**src/rtl/stopwatch_timer_datapath_if.sv**
```systemverilog
// rtl/stopwatch_timer_datapath_if.sv - control and time bus between button controller, time core and display
interface stopwatch_timer_datapath_if;
    logic       run;
    logic       clear;
    logic       mode;
    logic       set_en;
    logic [1:0] set_sel;
    logic       inc;
    logic       dec;
    logic       lap;
    logic [6:0] msec;
    logic [5:0] sec;
    logic [5:0] min;
    logic [4:0] hour;
    logic [6:0] lap_msec;
    logic [5:0] lap_sec;
    logic [5:0] lap_min;
    logic [4:0] lap_hour;
    logic       lap_valid;
    logic       done;
    logic       overflow;
    logic       running;

    modport master (
        output run, clear, mode, set_en, set_sel, inc, dec, lap,
        input  msec, sec, min, hour, lap_msec, lap_sec, lap_min, lap_hour,
        input  lap_valid, done, overflow, running
    );

    modport slave (
        input  run, clear, mode, set_en, set_sel, inc, dec, lap,
        output msec, sec, min, hour, lap_msec, lap_sec, lap_min, lap_hour,
        output lap_valid, done, overflow, running
    );
endinterface

```
**src/rtl/stopwatch_timer_datapath.sv**
```systemverilog
// rtl/stopwatch_timer_datapath.sv - HH:MM:SS:CC up/down time core; lap capture under STOPWATCH_LAP_EN
module stopwatch_timer_datapath #(
    parameter int CLK_FREQ = 100_000_000,
    parameter int TICK_HZ  = 100,
    parameter int HOUR_MAX = 24
) (
    input  logic                          clk,
    input  logic                          reset,
    stopwatch_timer_datapath_if.slave     bus
);
    localparam int             DIV        = CLK_FREQ / TICK_HZ;
    localparam int             PW         = $clog2(DIV);
    localparam logic [PW-1:0]  PRESC_LAST = PW'(DIV - 1);
    localparam logic [4:0]     HOUR_LAST  = 5'(HOUR_MAX - 1);

    logic [PW-1:0] presc_q;
    logic [6:0]    msec_q;
    logic [5:0]    sec_q, min_q;
    logic [4:0]    hour_q;
    logic          done_q, overflow_q, mode_q;
    logic          running, tick;

    logic [6:0]    t_msec;
    logic [5:0]    t_sec, t_min;
    logic [4:0]    t_hour;
    logic          t_ovf, t_done, is_zero;

    assign running = bus.run & ~bus.set_en & ~(bus.mode & done_q);
    assign tick    = running && (presc_q == PRESC_LAST);

    function automatic logic [6:0] fld_step(input logic [6:0] v, input logic [6:0] last,
                                            input logic up);
        if (up)
            return (v == last) ? 7'd0 : v + 7'd1;
        else
            return (v == 7'd0) ? last : v - 7'd1;
    endfunction

    // Whole carry/borrow chain resolves in one cycle so all fields move on the same edge.
    always_comb begin
        t_msec  = msec_q;
        t_sec   = sec_q;
        t_min   = min_q;
        t_hour  = hour_q;
        t_ovf   = 1'b0;
        t_done  = 1'b0;
        is_zero = (msec_q == 7'd0) && (sec_q == 6'd0) && (min_q == 6'd0) && (hour_q == 5'd0);
        if (!bus.mode) begin
            t_msec = (msec_q == 7'd99) ? 7'd0 : msec_q + 7'd1;
            if (msec_q == 7'd99) begin
                t_sec = (sec_q == 6'd59) ? 6'd0 : sec_q + 6'd1;
                if (sec_q == 6'd59) begin
                    t_min = (min_q == 6'd59) ? 6'd0 : min_q + 6'd1;
                    if (min_q == 6'd59) begin
                        t_hour = (hour_q == HOUR_LAST) ? 5'd0 : hour_q + 5'd1;
                        t_ovf  = (hour_q == HOUR_LAST);
                    end
                end
            end
        end else if (is_zero) begin
            t_done = 1'b1;
        end else begin
            t_msec = (msec_q == 7'd0) ? 7'd99 : msec_q - 7'd1;
            if (msec_q == 7'd0) begin
                t_sec = (sec_q == 6'd0) ? 6'd59 : sec_q - 6'd1;
                if (sec_q == 6'd0) begin
                    t_min = (min_q == 6'd0) ? 6'd59 : min_q - 6'd1;
                    if (min_q == 6'd0)
                        t_hour = hour_q - 5'd1;
                end
            end
            t_done = (msec_q == 7'd1) && (sec_q == 6'd0) && (min_q == 6'd0) && (hour_q == 5'd0);
        end
    end

    always_ff @(posedge clk) begin
        if (reset) begin
            presc_q    <= '0;
            msec_q     <= '0;
            sec_q      <= '0;
            min_q      <= '0;
            hour_q     <= '0;
            done_q     <= 1'b0;
            overflow_q <= 1'b0;
            mode_q     <= bus.mode;
        end else begin
            mode_q     <= bus.mode;
            overflow_q <= 1'b0;
            if (bus.clear) begin
                presc_q <= '0;
                msec_q  <= '0;
                sec_q   <= '0;
                min_q   <= '0;
                hour_q  <= '0;
                done_q  <= 1'b0;
            end else if (bus.set_en) begin
                if (bus.inc ^ bus.dec) begin
                    case (bus.set_sel)
                        2'd0:    msec_q <= fld_step(msec_q, 7'd99, bus.inc);
                        2'd1:    sec_q  <= 6'(fld_step({1'b0, sec_q}, 7'd59, bus.inc));
                        2'd2:    min_q  <= 6'(fld_step({1'b0, min_q}, 7'd59, bus.inc));
                        default: hour_q <= 5'(fld_step({2'b00, hour_q}, {2'b00, HOUR_LAST}, bus.inc));
                    endcase
                end
                if (bus.inc | bus.dec | (bus.mode != mode_q))
                    done_q <= 1'b0;
            end else begin
                if (running)
                    presc_q <= tick ? '0 : presc_q + 1'b1;
                if (tick) begin
                    msec_q     <= t_msec;
                    sec_q      <= t_sec;
                    min_q      <= t_min;
                    hour_q     <= t_hour;
                    overflow_q <= t_ovf;
                    if (t_done)
                        done_q <= 1'b1;
                end
                if (bus.mode != mode_q)
                    done_q <= 1'b0;
            end
        end
    end

`ifdef STOPWATCH_LAP_EN
    logic [6:0] lap_msec_q;
    logic [5:0] lap_sec_q, lap_min_q;
    logic [4:0] lap_hour_q;
    logic       lap_valid_q;

    // Captures the register values, i.e. the time before this edge's tick.
    always_ff @(posedge clk) begin
        if (reset || bus.clear) begin
            lap_msec_q  <= '0;
            lap_sec_q   <= '0;
            lap_min_q   <= '0;
            lap_hour_q  <= '0;
            lap_valid_q <= 1'b0;
        end else if (bus.lap) begin
            lap_msec_q  <= msec_q;
            lap_sec_q   <= sec_q;
            lap_min_q   <= min_q;
            lap_hour_q  <= hour_q;
            lap_valid_q <= 1'b1;
        end
    end

    assign bus.lap_msec  = lap_msec_q;
    assign bus.lap_sec   = lap_sec_q;
    assign bus.lap_min   = lap_min_q;
    assign bus.lap_hour  = lap_hour_q;
    assign bus.lap_valid = lap_valid_q;
`else
    logic unused_lap;
    assign unused_lap    = bus.lap;
    assign bus.lap_msec  = '0;
    assign bus.lap_sec   = '0;
    assign bus.lap_min   = '0;
    assign bus.lap_hour  = '0;
    assign bus.lap_valid = 1'b0;
`endif

    assign bus.msec     = msec_q;
    assign bus.sec      = sec_q;
    assign bus.min      = min_q;
    assign bus.hour     = hour_q;
    assign bus.done     = done_q;
    assign bus.overflow = overflow_q;
    assign bus.running  = running;
endmodule
```
**src/flat_wrapper.sv**
```systemverilog
// flat-port wrapper written by rule: the top's interface ports become plain ports
module stopwatch_timer_datapath_flat 
#(
    parameter int CLK_FREQ = 100_000_000,
    parameter int TICK_HZ  = 100,
    parameter int HOUR_MAX = 24
)
  (clk, reset, bus_run, bus_clear, bus_mode, bus_set_en, bus_set_sel, bus_inc, bus_dec, bus_lap, bus_msec, bus_sec, bus_min, bus_hour, bus_lap_msec, bus_lap_sec, bus_lap_min, bus_lap_hour, bus_lap_valid, bus_done, bus_overflow, bus_running);
  stopwatch_timer_datapath_if bus_i ();
  input  logic clk;
  input  logic reset;
  input wire logic [$bits(bus_i.run)-1:0] bus_run;
  input wire logic [$bits(bus_i.clear)-1:0] bus_clear;
  input wire logic [$bits(bus_i.mode)-1:0] bus_mode;
  input wire logic [$bits(bus_i.set_en)-1:0] bus_set_en;
  input wire logic [$bits(bus_i.set_sel)-1:0] bus_set_sel;
  input wire logic [$bits(bus_i.inc)-1:0] bus_inc;
  input wire logic [$bits(bus_i.dec)-1:0] bus_dec;
  input wire logic [$bits(bus_i.lap)-1:0] bus_lap;
  output wire logic [$bits(bus_i.msec)-1:0] bus_msec;
  output wire logic [$bits(bus_i.sec)-1:0] bus_sec;
  output wire logic [$bits(bus_i.min)-1:0] bus_min;
  output wire logic [$bits(bus_i.hour)-1:0] bus_hour;
  output wire logic [$bits(bus_i.lap_msec)-1:0] bus_lap_msec;
  output wire logic [$bits(bus_i.lap_sec)-1:0] bus_lap_sec;
  output wire logic [$bits(bus_i.lap_min)-1:0] bus_lap_min;
  output wire logic [$bits(bus_i.lap_hour)-1:0] bus_lap_hour;
  output wire logic [$bits(bus_i.lap_valid)-1:0] bus_lap_valid;
  output wire logic [$bits(bus_i.done)-1:0] bus_done;
  output wire logic [$bits(bus_i.overflow)-1:0] bus_overflow;
  output wire logic [$bits(bus_i.running)-1:0] bus_running;
  assign bus_i.run = bus_run;
  assign bus_i.clear = bus_clear;
  assign bus_i.mode = bus_mode;
  assign bus_i.set_en = bus_set_en;
  assign bus_i.set_sel = bus_set_sel;
  assign bus_i.inc = bus_inc;
  assign bus_i.dec = bus_dec;
  assign bus_i.lap = bus_lap;
  assign bus_msec = bus_i.msec;
  assign bus_sec = bus_i.sec;
  assign bus_min = bus_i.min;
  assign bus_hour = bus_i.hour;
  assign bus_lap_msec = bus_i.lap_msec;
  assign bus_lap_sec = bus_i.lap_sec;
  assign bus_lap_min = bus_i.lap_min;
  assign bus_lap_hour = bus_i.lap_hour;
  assign bus_lap_valid = bus_i.lap_valid;
  assign bus_done = bus_i.done;
  assign bus_overflow = bus_i.overflow;
  assign bus_running = bus_i.running;
  stopwatch_timer_datapath #(.CLK_FREQ(CLK_FREQ), .TICK_HZ(TICK_HZ), .HOUR_MAX(HOUR_MAX)) u_core (.clk(clk), .reset(reset), .bus(bus_i));
endmodule
```
**config.mk**
```make
export PLATFORM = sky130hd
export DESIGN_NAME = stopwatch_timer_datapath_flat
export DESIGN_NICKNAME = d
export VERILOG_FILES = /design/src/rtl/stopwatch_timer_datapath_if.sv /design/src/rtl/stopwatch_timer_datapath.sv /design/src/flat_wrapper.sv
export SDC_FILE = /design/constraint.sdc
export NUM_CORES = 1
export LEC_CHECK = 0
export CAP_MARGIN = 20
export CELL_PAD_IN_SITES_DETAIL_PLACEMENT = 0
export CELL_PAD_IN_SITES_GLOBAL_PLACEMENT = 1
export CORE_UTILIZATION = 38
export DETAILED_ROUTE_END_ITERATION = 6
export PLACE_DENSITY = 0.91
export SETUP_SLACK_MARGIN = 0.3
export SYNTH_ARGS = -nofsm -noshare
export SYNTH_HDL_FRONTEND = slang
export SYNTH_SLANG_ARGS = --single-unit
export TNS_END_PERCENT = 5
```
**constraint.sdc**
```tcl
create_clock -name clk -period 3.46 [get_ports clk]
set_clock_uncertainty 0.15 [all_clocks]
set_input_delay 0.692 -clock clk [delete_from_list [all_inputs] [get_ports clk]]
set_output_delay 0.692 -clock clk [all_outputs]
set_load 0.005 [all_outputs]
```
==> results of run 1 <==
-- worst max-delay path, stage by stage --
cell and delay (ns):
clkdlybuf4s50_1 0.43, nand2b_1 0.20, a21o_1 0.19, inv_1 0.14, clkdlybuf4s50_1 0.52
-- layout make-up --
type / instances / area (um2) / share of cell area [%]
inverter: 18 / 67.6 / 1.76
multi-input combinational: 350 / 2140 / 55.8
clock buffer: 6 / 82.6 / 2.15
tap: 105 / 131 / 3.42
sequential: 47 / 941 / 24.5
timing repair buffer: 46 / 438 / 11.4
clock inverter: 2 / 38.8 / 1.01
-- power breakdown --
part	leakage, uW	total, uW	internal, uW	switching (uW)
registers	0.000379	549	544	5.16
clock network	0.0000618	435	238	197
logic	0.000987	138	52.7	85.1
-- path summary, 6_finish.rpt --
kind                                   from                              end  cells after the start
min reg2reg  u_core.presc_q[1]$_SDFFE_PP0P_   u_core.presc_q[1]$_SDFFE_PP0P_                      2
min          u_core.presc_q[1]$_SDFFE_PP0P_   u_core.presc_q[1]$_SDFFE_PP0P_                      2
max reg2reg  u_core.bus.sec[0]$_SDFFE_PP0P_  u_core.bus.hour[4]$_SDFFE_PP0P_                      8
max                              bus_set_en                      bus_running                      5
-- registers in the layout, summed over array words and instances (netlist names) --
signal               flops
u_core.presc_q          20
u_core.bus.msec          7
u_core.bus.min           6
u_core.bus.sec           6
u_core.bus.hour          5
u_core.bus.done          1
u_core.bus.overflow      1
u_core.mode_q            1
-- metrics by stage --
step	std cells	power, uW	area [um2]	hold slack, ns
finish	574	1120	3840	0.348
global route	574	1170	3840	0.358
CTS	574	1130	3840	0.348
detailed placement	566	698	3720	0.334
global placement	566	696	3720	0.325
floorplan	467	675	3450	0.313
-- cell usage in the layout (no fill, tap or decap), drive strengths merged, types with 2 or more instances in the layout --
master	synthesis	final
nand4bb	2	2
a311oi	3	3
o311ai	3	3
nand4	9	9
o31ai	4	4
nand3	22	22
or4	5	5
a211oi	8	8
or2	6	6
nand2b	3	3
nor2b	2	2
o211ai	4	4
a211o	3	3
or3	9	9
clkdlybuf4s50	0	35
a31o	2	2
mux2i	5	5
buf	32	10
nor4b	3	3
nor2	42	42
nor3	10	10
xnor2	11	11
nand4b	3	3
o22ai	2	2
nor4	4	4
a31oi	9	9
inv	18	19
xor2	12	12
a21o	4	4
o41ai	2	2
clkbuf	20	6
conb	1	25
dfxtp	47	47
a21oi	33	33
ha	14	14
o21ai	19	19
nand2	40	40
a221oi	2	2
and3	6	6
a21boi	2	2
-- routing by layer --
metal  wire (um)  GRT usage (%)
met4          53           3.86
met5           0              0
met1        3820           25.3
met3         408           2.92
met2        3750           29.9
-- cell families (layout without fill, tap and decap cells) --
logic type | after synthesis | in the layout
flops | 47 | 47
compound gates | 110 | 110
fa+ha+maj | 14 | 14
mux | 5 | 5
buf+inv | 70 | 72
other cells | 1 | 25
xor+xnor | 23 | 23
simple gates | 173 | 173
-- timing repair --
item	4_1_cts	5_1_grt
gates resized for setup	0	1
endpoints found under the setup margin	0	1
buffers inserted	0	0
==> flow_metrics.tcl, run 1 <==
set metrics [dict create \
    outcome "finished clean" \
    synth_edf_count 0 \
    cp_max_fo 5 \
    synth_top_area_cell "dfxtp_1" \
    die_area_um2 9230 \
    final_antenna_net_count 0 \
    synth_common_cells "47 x dfxtp_1, 42 x nor2_1, 40 x nand2_1" \
    io_buffers 36 \
    synth_cells 443 \
    yosysUniqueCellTypes 66 \
    cts_sinks 47 \
    vias 3205 \
    syn_area_um2 3360 \
    crit_arrival_ns 2.18 \
    routed_wl_mm 8.03 \
    synthAdderAreaFrac_pct 5.21 \
    synth_most_common_cell "dfxtp_1" \
    p_leak_uw 0.00143 \
    drive_gt1_share_pct 6.18 \
    crit_required_ns 2.62 \
    yosys-top-cells-area "dfxtp_1 28%, buf_4 5.6%, ha_1 5.2%" \
    yosysWarnings 0 \
    track_usage_pct 18.3 \
    synth.avg_cell_area_um2 7.59 \
    cts.clk_slew.worst_paths_ns 0.09 \
    final_nets 493 \
    r2r_slack_ns 0.70 \
    max_freq_mhz 331 \
    drt-initial-drc-count 245 \
    first_pass_iters 4 \
    drc 0 \
    grt_max_degree 25 \
    synthXorXnorAreaFrac_pct 5.99 \
    coreArea_um2 8380 \
    final_util_pct 45.8 \
    peakVddDrop_uv 187 \
    design.portCount 63 \
    critPathLaunchType "primary input" \
    cts_buffers 5 \
    drv_cap 0 \
    start_util_pct 40.1 \
    cts_root_buffer "clkbuf_8" \
    die_y_um 96.1 \
    setup_viol 0 \
    vias_per_cell 5.58 \
    drv_slew 0 \
    period_share_pct 87.2 \
    synth_compound_area_share_pct 21.7 \
    place_ws_ns 0.179 \
    row_count 33 \
    fin_tns_setup_ns 0 \
    hold_path.class "reg2reg" \
    end_kind "output pin" \
    antenna_found_initial 0 \
    min_period_ns 3.02 \
    globalplace.congestion 0.842 \
    worstSetupPathType "in2out" \
    clk_path_buf_depth 2 \
    ys_async_sr_fraction_pct 0 \
    ys_seq_area_share_pct 28.0 \
    wl_per_cell_um 14.0 \
    die_w_um 96.1 \
    grt_pass1_vias 2896 \
    slew_headroom_pct 54.8 \
    htreeDepth 2 \
    grt_pass1_wl_mm 13.6 \
    antennaDiodeCount 0 \
    cts_hold_buf 0 \
    dp.final_hpwl_mm 5.71 \
    cts_tree "built" \
    tightest_slew_ns 0.672 \
    muxShareOfSynthArea_pct 1.49 \
    synth_top_area_share_pct 28.0 \
    finalHoldViolations 0 \
    syn_to_final_growth_pct 14.3 \
    synth-simple-area-share_pct 26.5 \
    grt_overflow_total 0 \
    power-per-cell-area_nw_per_um2 292 \
    rsz0062_at_grt "no" \
    fillCellCount 866 \
    worstSkewPairLatency_ns 0.30 \
    synth-seq-cells 47 \
    synth_top_family_by_area "simple AND/OR/NAND/NOR gates" \
    synthFlopType "dfxtp_1" \
    worst_slack_ns 0.442 \
]
(Power assumes the default switching activity.)
==> run 2: changes to the inputs <==
--- a/config.mk
+++ b/config.mk
@@ -8,9 +8,11 @@
 export CAP_MARGIN = 20
 export CELL_PAD_IN_SITES_DETAIL_PLACEMENT = 0
 export CELL_PAD_IN_SITES_GLOBAL_PLACEMENT = 1
-export CORE_UTILIZATION = 38
+export CORE_UTILIZATION = 39
+export CTS_BUF_LIST = sky130_fd_sc_hd__clkbuf_2 sky130_fd_sc_hd__clkbuf_4 sky130_fd_sc_hd__clkbuf_8
+export CTS_CLUSTER_SIZE = 24
 export DETAILED_ROUTE_END_ITERATION = 6
-export PLACE_DENSITY = 0.91
+export PLACE_DENSITY = 0.93
 export SETUP_SLACK_MARGIN = 0.3
 export SYNTH_ARGS = -nofsm -noshare
 export SYNTH_HDL_FRONTEND = slang
==> constraint.sdc (replaced) <==
create_clock -name clk -period 3.46 [get_ports clk]
set_clock_uncertainty 0.15 [all_clocks]
set_input_delay 0.346 -clock clk [delete_from_list [all_inputs] [get_ports clk]]
set_output_delay 0.346 -clock clk [all_outputs]
set_load 0.005 [all_outputs]
==> run 2 against run 1 <==
Sequential cell count unchanged. Sequential share of layout area up 0.15 points. Worst hold slack better by 0.0087 ns. Critical path depth up 2. Sequential power about the same. Cell count down 0.35%. Core utilization up 0.17 points. Die area down 2.5%. First-iteration DRC count down 12%. Via count up 0.25%. Largest power group unchanged. Highest routed layer unchanged.
==> flow_metrics.tcl, run 2 (synthesis gave the netlist of run 1 again) <==
set metrics [dict create \
    grt_pass1_wl_mm 13.8 \
    cts_buffers 5 \
    critPathLaunchType "flip-flop" \
    intPower_uw 814 \
    swShare_pct 27.2 \
    antenna_found_initial 0 \
    wl_per_cell_um 14.3 \
    track_usage_pct 18.9 \
    hold_path.class "reg2reg" \
    busiest_layer "met2" \
    grt_max_degree 25 \
    power_switching_uw 305 \
    use_met3_pct 2.98 \
    die_area_um2 9000 \
    routed_wl_mm 8.20 \
    cp_slowest_stage_delay_ns 0.51 \
    cts_tree "built" \
    crit_required_ns 3.53 \
    power_frac_comb_pct 12.3 \
    r2r_slack_ns 0.68 \
    htreeDepth 2 \
    tightest_slew_ns 0.725 \
    rsz0062_at_grt "no" \
    cts.clk_slew.worst_paths_ns 0.10 \
    worstSkewPairLatency_ns 0.31 \
    period_share_pct 80.4 \
    dp.final_hpwl_mm 5.66 \
    slew_headroom_pct 51.4 \
    clkPwrFrac_pct 38.6 \
    cts_root_buffer "clkbuf_8" \
    grt_pass1_vias 2963 \
    finalHoldViolations 0 \
    final_common_cell "dfxtp_1" \
    crit_chain "nand4bb_1 -> or4_1 -> or3_1 -> a21oi_1 -> buf_4 -> a21oi_1 -> a311oi_1" \
    final_antenna_net_count 0 \
    drv_cap 0 \
    final_nets 491 \
    cp_max_fo 8 \
    post_cts_resized 0 \
    met1_usage_pct 25.5 \
    crit_path_start "u_core.presc_q[13]$_SDFFE_PP0P_" \
    power-per-cell-area_nw_per_um2 293 \
    setup_viol 0 \
    most-common-layout-cells "47 x dfxtp_1, 41 x nor2_1, 40 x nand2_1, 36 x clkdlybuf4s50_1, 32 x a21oi_1" \
    start_util_pct 40.5 \
    drc 0 \
    peakVddDrop_uv 141 \
    drive_gt1_share_pct 5.78 \
    vias 3213 \
    worst_slack_ns 0.680 \
    cts_hold_buf 0 \
    vias_per_cell 5.62 \
    drv_slew 0 \
    outcome "finished clean" \
    first_pass_iters 5 \
    regMostFlops "u_core.presc_q" \
    p_leak_uw 0.00140 \
    crit_arrival_ns 2.85 \
    syn_to_final_growth_pct 13.5 \
    globalplace.congestion 0.857 \
    min_period_ns 2.78 \
    row_count 33 \
    worstSetupPathType "reg2reg" \
    design.portCount 63 \
    grt_overflow_total 0 \
    power_uw 1120 \
    fin_tns_setup_ns 0 \
    antennaDiodeCount 0 \
    cts_sinks 47 \
    grt.met2_usage_pct 31.2 \
    largest_reg_flops 20 \
    postCtsSetupRepairBufs 0 \
    drt-initial-drc-count 216 \
    crit_path_frequent_cell "a21oi_1" \
    place_ws_ns 0.502 \
    pwr-share-seq_pct 49.1 \
    cp_slowest_cell "or4_1" \
    min_from "u_core.presc_q[1]$_SDFFE_PP0P_" \
    die_y_um 94.8 \
    end_kind "flip-flop" \
    max_freq_mhz 360 \
    io_buffers 36 \
    coreArea_um2 8300 \
    rr_startpoint "u_core.presc_q[13]$_SDFFE_PP0P_" \
    die_w_um 94.8 \
    clk_path_buf_depth 2 \
]
run 2: cell types whose count changed in the layout (fill, tap and decap cells not counted), sizes merged:
| cell | delta |
|---|---|
| buf | -2 |
| clkinvlp | +1 |
| clkdlybuf4s50 | +1 |
| dlymetal6s2s | -1 |
| clkbuf | -1 |
run 2: path summary, 6_finish.rpt:
| path | endpoint | depth (start not counted) |
|---|---|---|
| worst max-delay path | u_core.bus.msec[2]$_SDFFE_PP0P_ | 7 |
| worst min-delay path | u_core.presc_q[1]$_SDFFE_PP0P_ | 2 |
| worst max register to register | u_core.bus.msec[2]$_SDFFE_PP0P_ | 7 |
| worst min register to register | u_core.presc_q[1]$_SDFFE_PP0P_ | 2 |
run 2: final cells by class:
type	count	area [um2]
clock buffers	5	68.8
clock inverters	3	46.3
fillers	851	4480
inverters	18	67.6
multi-input cells	350	2140
flip-flops and latches	47	941
well taps	105	131
repair buffers	44	420
run 2: power by group through the flow:
| stage | registers [uW] | logic [uW] | clock network [uW] |
|---|---|---|---|
| 2_1_floorplan | 560 | 116 | 0 |
| 3_3_place_gp | 561 | 133 | 0 |
| 3_5_place_dp | 561 | 136 | 0 |
| 4_1_cts | 549 | 136 | 438 |
| 5_1_grt | 550 | 155 | 454 |
| 6_report | 549 | 137 | 432 |
run 2: critical path: cells and delay by family (launching register included):
family,cells,cell delay [ns]
AOI/OAI and AO/OA,3,0.78
buffers and inverters,1,0.26
DFF,1,0.38
and+or+nand+nor,3,1.12
run 2: metal layers:
layer | up-vias | routed length (um) | share of wire (%)
met5 | - | 0 | 0
met4 | 0 | 83 | 1.0
met3 | 11 | 377 | 4.6
met2 | 90 | 3730 | 46
met1 | 1520 | 4000 | 49
li1 | 1592 | - | -
run 2: metrics by stage:
step                      area [um2]  utilization [%]  hold WS [ns]  cells
after global placement          3700             44.6         0.322    564
after global routing            3820             46.0         0.379    572
after detailed placement        3700             44.6         0.344    564
final                           3820             46.0         0.357    572
after CTS                       3820             46.0         0.356    572
after floorplan                 3450                -         0.224    467
